## config.mk

```make
export PLATFORM = sky130hd
export DESIGN_NAME = timer_ctrl
export DESIGN_NICKNAME = d
export VERILOG_FILES = /design/src/rtl/timer_ctrl.sv
export SDC_FILE = /design/constraint.sdc
export NUM_CORES = 1
export LEC_CHECK = 0
export BUFFER_PORTS_ARGS = -buffer_cell sky130_fd_sc_hd__buf_2
export CAP_MARGIN = 10
export CORE_MARGIN = 2
export CORE_UTILIZATION = 54
export CTS_CLUSTER_DIAMETER = 200
export CTS_CLUSTER_SIZE = 30
export DETAILED_ROUTE_END_ITERATION = 10
export PLACE_DENSITY = 0.72
export SETUP_SLACK_MARGIN = 0.5
export SYNTH_ARGS = -nofsm -noshare
export SYNTH_HDL_FRONTEND = slang
export SYNTH_SLANG_ARGS = --single-unit
```

## constraint.sdc

```tcl
create_clock -name CLK -period 1.9 [get_ports CLK]
set_input_delay 0.285 -clock CLK [delete_from_list [all_inputs] [get_ports CLK]]
set_output_delay 0.285 -clock CLK [all_outputs]
set_load 0.02 [all_outputs]
```

## src/rtl/timer_ctrl.sv

```systemverilog
// Run/pause/clear controller: debounces the start/stop and clear buttons,
// turns accepted presses into one-cycle events and sequences the timer FSM.
module timer_ctrl #(
  parameter int unsigned DEBOUNCE_CYCLES = 1000000,
  parameter int unsigned CNT_W           = 20
) (
  input  logic       CLK,
  input  logic       RST_N,
  input  logic       BTN_START_STOP,
  input  logic       BTN_CLEAR,
  input  logic       TIMER_EXPIRED,
  output logic       RUN,
  output logic       CLR,
  output logic       ALARM,
  output logic [1:0] STATE
);

  localparam int unsigned NBTN = 2;
  localparam int unsigned BTN_START = 0;
  localparam int unsigned BTN_CLR   = 1;

  typedef enum logic [1:0] {
    IDLE    = 2'b00,
    RUNNING = 2'b01,
    PAUSED  = 2'b10,
    EXPIRED = 2'b11
  } state_t;

  logic [NBTN-1:0]            raw;
  logic [NBTN-1:0]            accepted;
  logic [NBTN-1:0]            accepted_prev;
  logic [NBTN-1:0]            press_q;
  logic [NBTN-1:0][CNT_W-1:0] deb_cnt;

  state_t state_q;
  state_t next_state;
  logic   clr_next;

  assign raw = {BTN_CLEAR, BTN_START_STOP};

  // Per-button debounce: accept a new level after DEBOUNCE_CYCLES differing samples
  always_ff @(posedge CLK) begin
    if (!RST_N) begin
      accepted      <= '0;
      accepted_prev <= '0;
      press_q       <= '0;
      deb_cnt       <= '0;
    end else begin
      accepted_prev <= accepted;
      press_q       <= accepted & ~accepted_prev;
      for (int i = 0; i < int'(NBTN); i++) begin
        if (raw[i] == accepted[i]) begin
          deb_cnt[i] <= '0;
        end else if (deb_cnt[i] == CNT_W'(DEBOUNCE_CYCLES - 1)) begin
          accepted[i] <= raw[i];
          deb_cnt[i]  <= '0;
        end else begin
          deb_cnt[i] <= deb_cnt[i] + CNT_W'(1);
        end
      end
    end
  end

  // State register with registered decodes of the next state
  always_ff @(posedge CLK) begin
    if (!RST_N) begin
      state_q <= IDLE;
      RUN     <= 1'b0;
      ALARM   <= 1'b0;
      CLR     <= 1'b0;
    end else begin
      state_q <= next_state;
      RUN     <= (next_state == RUNNING);
      ALARM   <= (next_state == EXPIRED);
      CLR     <= clr_next;
    end
  end

  // Next-state logic; clear beats start everywhere, expiry beats presses in RUNNING
  always_comb begin
    next_state = state_q;
    clr_next   = 1'b0;
    unique case (state_q)
      IDLE: begin
        if (press_q[BTN_CLR]) begin
          clr_next = 1'b1;
        end else if (press_q[BTN_START]) begin
          next_state = RUNNING;
        end
      end
      RUNNING: begin
        if (TIMER_EXPIRED) begin
          next_state = EXPIRED;
        end else if (press_q[BTN_CLR]) begin
          next_state = IDLE;
          clr_next   = 1'b1;
        end else if (press_q[BTN_START]) begin
          next_state = PAUSED;
        end
      end
      PAUSED: begin
        if (press_q[BTN_CLR]) begin
          next_state = IDLE;
          clr_next   = 1'b1;
        end else if (press_q[BTN_START]) begin
          next_state = RUNNING;
        end
      end
      EXPIRED: begin
        if (press_q[BTN_CLR] || press_q[BTN_START]) begin
          next_state = IDLE;
          clr_next   = 1'b1;
        end
      end
      default: next_state = IDLE;
    endcase
  end

  assign STATE = 2'(state_q);

endmodule

```

Word-level counts from Yosys, hierarchy flattened
Index checks and enable logic that the tools add are counted.

word-level totals
  output and inout port bits = 5
  input bits = 5
  memories kept = 0
  latch bits = 0
  word-level logic and storage cells = 45
  register bits = 51
  RAM bits = 0
  bits in read-only memories = 0

cells by class
  $mul = 0
  shifts and indexed selects = 0
  $add $sub $neg = 2
  equality and inequality tests = 9
  $lt $le $gt $ge = 0
  bitwise logic cells = 5
  muxes and demuxes = 12
  div/mod/pow operators = 0
  reductions and logical operators = 7

operators by type and width
  kind                   number
  $add 20x1->20 const B  2
  $eq 20x20->1 const B   2
  $mux 2                 7
  $pmux 2 s4             1
  $eq 2x2->1 const B     3
  $reduce_or 3->1        2
  $eq 2x1->1 const B     2
  $reduce_and 2->1       2
  $mux 1                 3
  $not 1->1              3
  $pmux 1 s3             1
  $and 2x2->2            1
  $eq 1x1->1             2
  $logic_not 2->1        1
  $not 2->2              1
  $reduce_or 2->1        1
  $logic_or 1x1->1       1

Longest topological paths before layout
  word-level depth = 5
  mapped depth = 6
  depth with buffers taken out = 5

Least setup slack after synthesis
No wires, ideal clock.

  kind = reg2reg
  start point = register deb_cnt[26] (netlist bit)
  end point = register deb_cnt[31] (netlist bit)
  path slack = -0.048 ns
  library setup time = 0.115 ns
  clock period less this slack = 1.948 ns
  arrival = 1.834 ns
  cell stages (with the launch flop) = 6
  buffers on the path = 1
  data required time = 1.785 ns
  cell sequence = dfxtp_1 -> or4b_1 -> or4_4 -> o211ai_4 -> buf_6 -> nor2_1

on the way
  cells in the longest elaborated chain, start to end = 2
  elaborated cells on any way between the ends = 3
  those cells by class = add/sub: 1; eq/ne: 1; reduce/logical: 1

ends and longest elaborated chain
  item                                                                   line  text
  start: declaration                                                     33    logic [NBTN-1:0][CNT_W-1:0] deb_cnt;
  start signal: indexed assignment                                       58    deb_cnt[i] <= deb_cnt[i] + CNT_W'(1);
  parallel branches: the longest is 2 deep, another holds $add 20x1->20  --

Parallel ways; which one is timed is not known.
A chain may end at the register's enable or synchronous reset.

Worst setup path in the final report
  start point = register deb_cnt[26] (netlist bit)
  end point = register deb_cnt[37] (netlist bit)

Same word-level chain as after synthesis.

==> flow_summary.json <==
{
  "status": "finished, violations left",
  "violations": "negative setup slack",
  "p_leak_nw": 1.07,
  "path_max_fanout": 19,
  "grt.total_usage_pct": 20.8,
  "synth_top_area_share_pct": 45.1,
  "viasPerCell": 5.79,
  "clock_latency_ns": 0.31,
  "ant_nets": 0,
  "synthTopCellsByCount": "dfxtp_1, nor2_1, a21oi_1, nand2_1, nand3_1",
  "yosysSeqAreaShare_pct": 45.1,
  "die_h_um": 68.8,
  "yosysMostFrequentCell": "dfxtp_1",
  "ys_ff_latch": 51,
  "critPathKind": "flip-flop to flip-flop",
  "synthCells": 260,
  "start_util_pct": 56.2,
  "fin_area_um2": 3020,
  "synth_top_flop_cell": "dfxtp_1",
  "htreeDepth": 2,
  "antenna_cells": 0,
  "postPlaceCellArea_um2": 2510,
  "dr.pass1.iters": 4,
  "layout-drive-gt1-share_pct": 36.5,
  "rsz0062_at_grt": "yes",
  "yosysTopAreaCell": "dfxtp_1",
  "areaGrowthSynthToFinish_pct": 33.5,
  "cap_violations": 0,
  "crit_chain": "or4b_1 > or4_4 > o211ai_4 > buf_12 > a21oi_1",
  "endpoint_kind": "flip-flop",
  "finalCriticalPeriod_ns": 1.91,
  "place.gp.congestion": 0.796,
  "synth_edf_count": 0,
  "antenna_found_initial": 0,
  "die_w_um": 68.8,
  "clkSinkCount": 51,
  "p_per_area_nw_per_um2": 602,
  "ys_top_cells_by_area": "dfxtp_1, xor2_1, nor2_1",
  "timing.fmax_mhz": 523,
  "cts_tree": "built",
  "cp.required_ns": 2.09,
  "synthDistinctLibCells": 34,
  "grt_max_degree": 20,
  "setup_ws_ns": -0.0130,
  "synth_fp_nets": 267,
  "hold_path_class": "input port to flip-flop",
  "slew_headroom_pct": 72.5,
  "drc": 0,
  "wl_um": 5380,
  "overflow": 0,
  "yosysWarnings": 0,
  "slew_violations": 0,
  "fin_crit_sh_pct": 101,
  "cp-start-kind": "flip-flop",
  "io_pins": 10,
  "worstMarginPinSlew_ns": 0.407,
  "cts-root-buf": "clkbuf_8",
  "cts_buffer_depth": 2,
  "ys_async_sr_fraction_pct": 0,
  "crit_arrival_ns": 2.10,
  "cts_hold_buf": 0,
  "r2r_start": "deb_cnt[26]$_SDFF_PP0_",
  "holdWs_ns": 0.245,
  "cpMaxStageDelayCell": "or4_4",
  "vias": 2050,
  "numCtsBuffers": 5,
  "avgSynthCellArea_um2": 8.72,
  "core.rowCount": 23,
  "initialDrtViolationCount": 96,
  "dieArea_um2": 4730,
  "portBuffers": 9,
  "startpoint": "deb_cnt[26]$_SDFF_PP0_",
  "core_um2": 4030,
  "hold_viol_final": 0,
  "clk_pin_slew_worst_paths_ns": 0.10,
  "layout.nets": 310,
  "slowest_delay_ns": 0.55,
  "finalSetupViolCount": 15,
  "fin_skew_ns": 0.0140,
  "wire_per_inst_um": 15.2,
  "hold_start": "BTN_START_STOP",
  "grt_pass1_vias": 1642,
  "hpwlAfterDp_um": 2950,
  "irDropWorstVdd_mv": 0.537,
  "grt_pass1_wl_um": 7280,
  "syn_area_um2": 2270
}
[state kept, by name, indices dropped and copies added, names as in the netlist]
| signal | cells |
|---|---|
| ALARM | 1 |
| STATE | 2 |
| accepted | 2 |
| deb_cnt | 40 |
| CLR | 1 |
| accepted_prev | 2 |
| RUN | 1 |
| press_q | 2 |
[stage by stage]
stage	total power [mW]	instances	TNS (ns)	utilization [%]	setup slack, ns
final	1.82	354	-0.0841	75.1	-0.0130
after global routing	1.87	354	-1.42	75.1	-0.0878
after CTS	1.80	350	-0.394	70.2	-0.0320
after detailed placement	1.15	327	-0.0821	62.3	-0.0113
after global placement	1.15	327	0	62.3	0.0257
after floorplan	1.13	260	-0.401	-	-0.0424
[placed cells by master, fill, tap and decap left out, types with 3 or more instances in the layout]
cell,n
dfxtp_1,34
nor3_1,5
and2_1,3
a21oi_2,7
a21oi_1,13
nand4_1,6
xor2_1,15
or3_1,8
dfxtp_2,12
nor2_4,10
o31ai_1,6
nand3_2,3
and3_1,6
inv_1,10
buf_4,29
nand2_1,17
xnor2_1,9
o21ai_0,8
or4_4,4
or4_1,8
nor2b_1,4
dfxtp_4,5
clkbuf_8,6
buf_2,9
nand3_1,12
nor2_1,20
[final timing paths]
| kind | to | slack [ns] | cells past startpoint |
|---|---|---|---|
| max | deb_cnt[37]$_SDFF_PP0_ | -0.01 | 5 |
| min | accepted[0]$_SDFFE_PN0P_ | 0.24 | 3 |
| max reg2reg | deb_cnt[37]$_SDFF_PP0_ | -0.01 | 5 |
| min reg2reg | press_q[0]$_SDFF_PN0_ | 0.40 | 1 |
[power by group]
| group | internal (mW) | switching [mW] | total [mW] |
|---|---|---|---|
| registers | 1.07 | 0.00732 | 1.07 |
| clock network | 0.298 | 0.373 | 0.671 |
| logic | 0.0340 | 0.0439 | 0.0779 |
[cells by family (layout without fill, tap and decap cells)]
group / after synthesis / count (layout) / synth area share [%]
XOR/XNOR: 24 / 24 / 9.28
buffers and inverters: 18 / 62 / 3.37
multiplexers: 1 / 1 / 0.442
adder cells (fa/ha/maj): 2 / 2 / 1.10
flip-flops: 51 / 51 / 45.1
AND/OR/NAND/NOR: 123 / 123 / 28.7
AO/OA/AOI/OAI: 41 / 41 / 12.0
[area by class of cell]
class                           count  area (um^2)
Sequential cell                    51         1050
Timing Repair Buffer               44          360
Tap cell                           50         62.6
Fill cell                         276         1000
Clock buffer                        6         82.6
Multi-Input combinational cell    191         1410
Inverter                           10         37.5
Clock inverter                      2         16.3
[per-layer routing]
| metal | global-route usage [%] | wire (um) | share of wire [%] | up-vias |
|---|---|---|---|---|
| met4 | 9.80 | 155 | 2.9 | 0 |
| li1 | - | - | - | 1008 |
| met3 | 4.38 | 232 | 4.3 | 18 |
| met5 | 0 | 0 | 0 | - |
| met2 | 35.7 | 2730 | 51 | 56 |
| met1 | 24.7 | 2260 | 42 | 968 |
[worst max-delay path: cells and delay by family (launching register included)]
family	cells	cell delay, ns
buffers and inverters	1	0.18
AOI/OAI and AO/OA	2	0.25
DFF	1	0.33
and+or+nand+nor	2	1.04
[timing repair]
| action | 4_1_cts | 5_1_grt |
|---|---|---|
| setup endpoints to repair | 40 | 40 |
| resized for setup | 33 | 41 |
| cloned | 2 | 1 |
| endpoints found under the hold margin | 0 | 0 |
| pin swaps | 7 | 4 |
| setup buffers | 13 | 3 |
No activity file was read; power rests on OpenSTA's default activity.
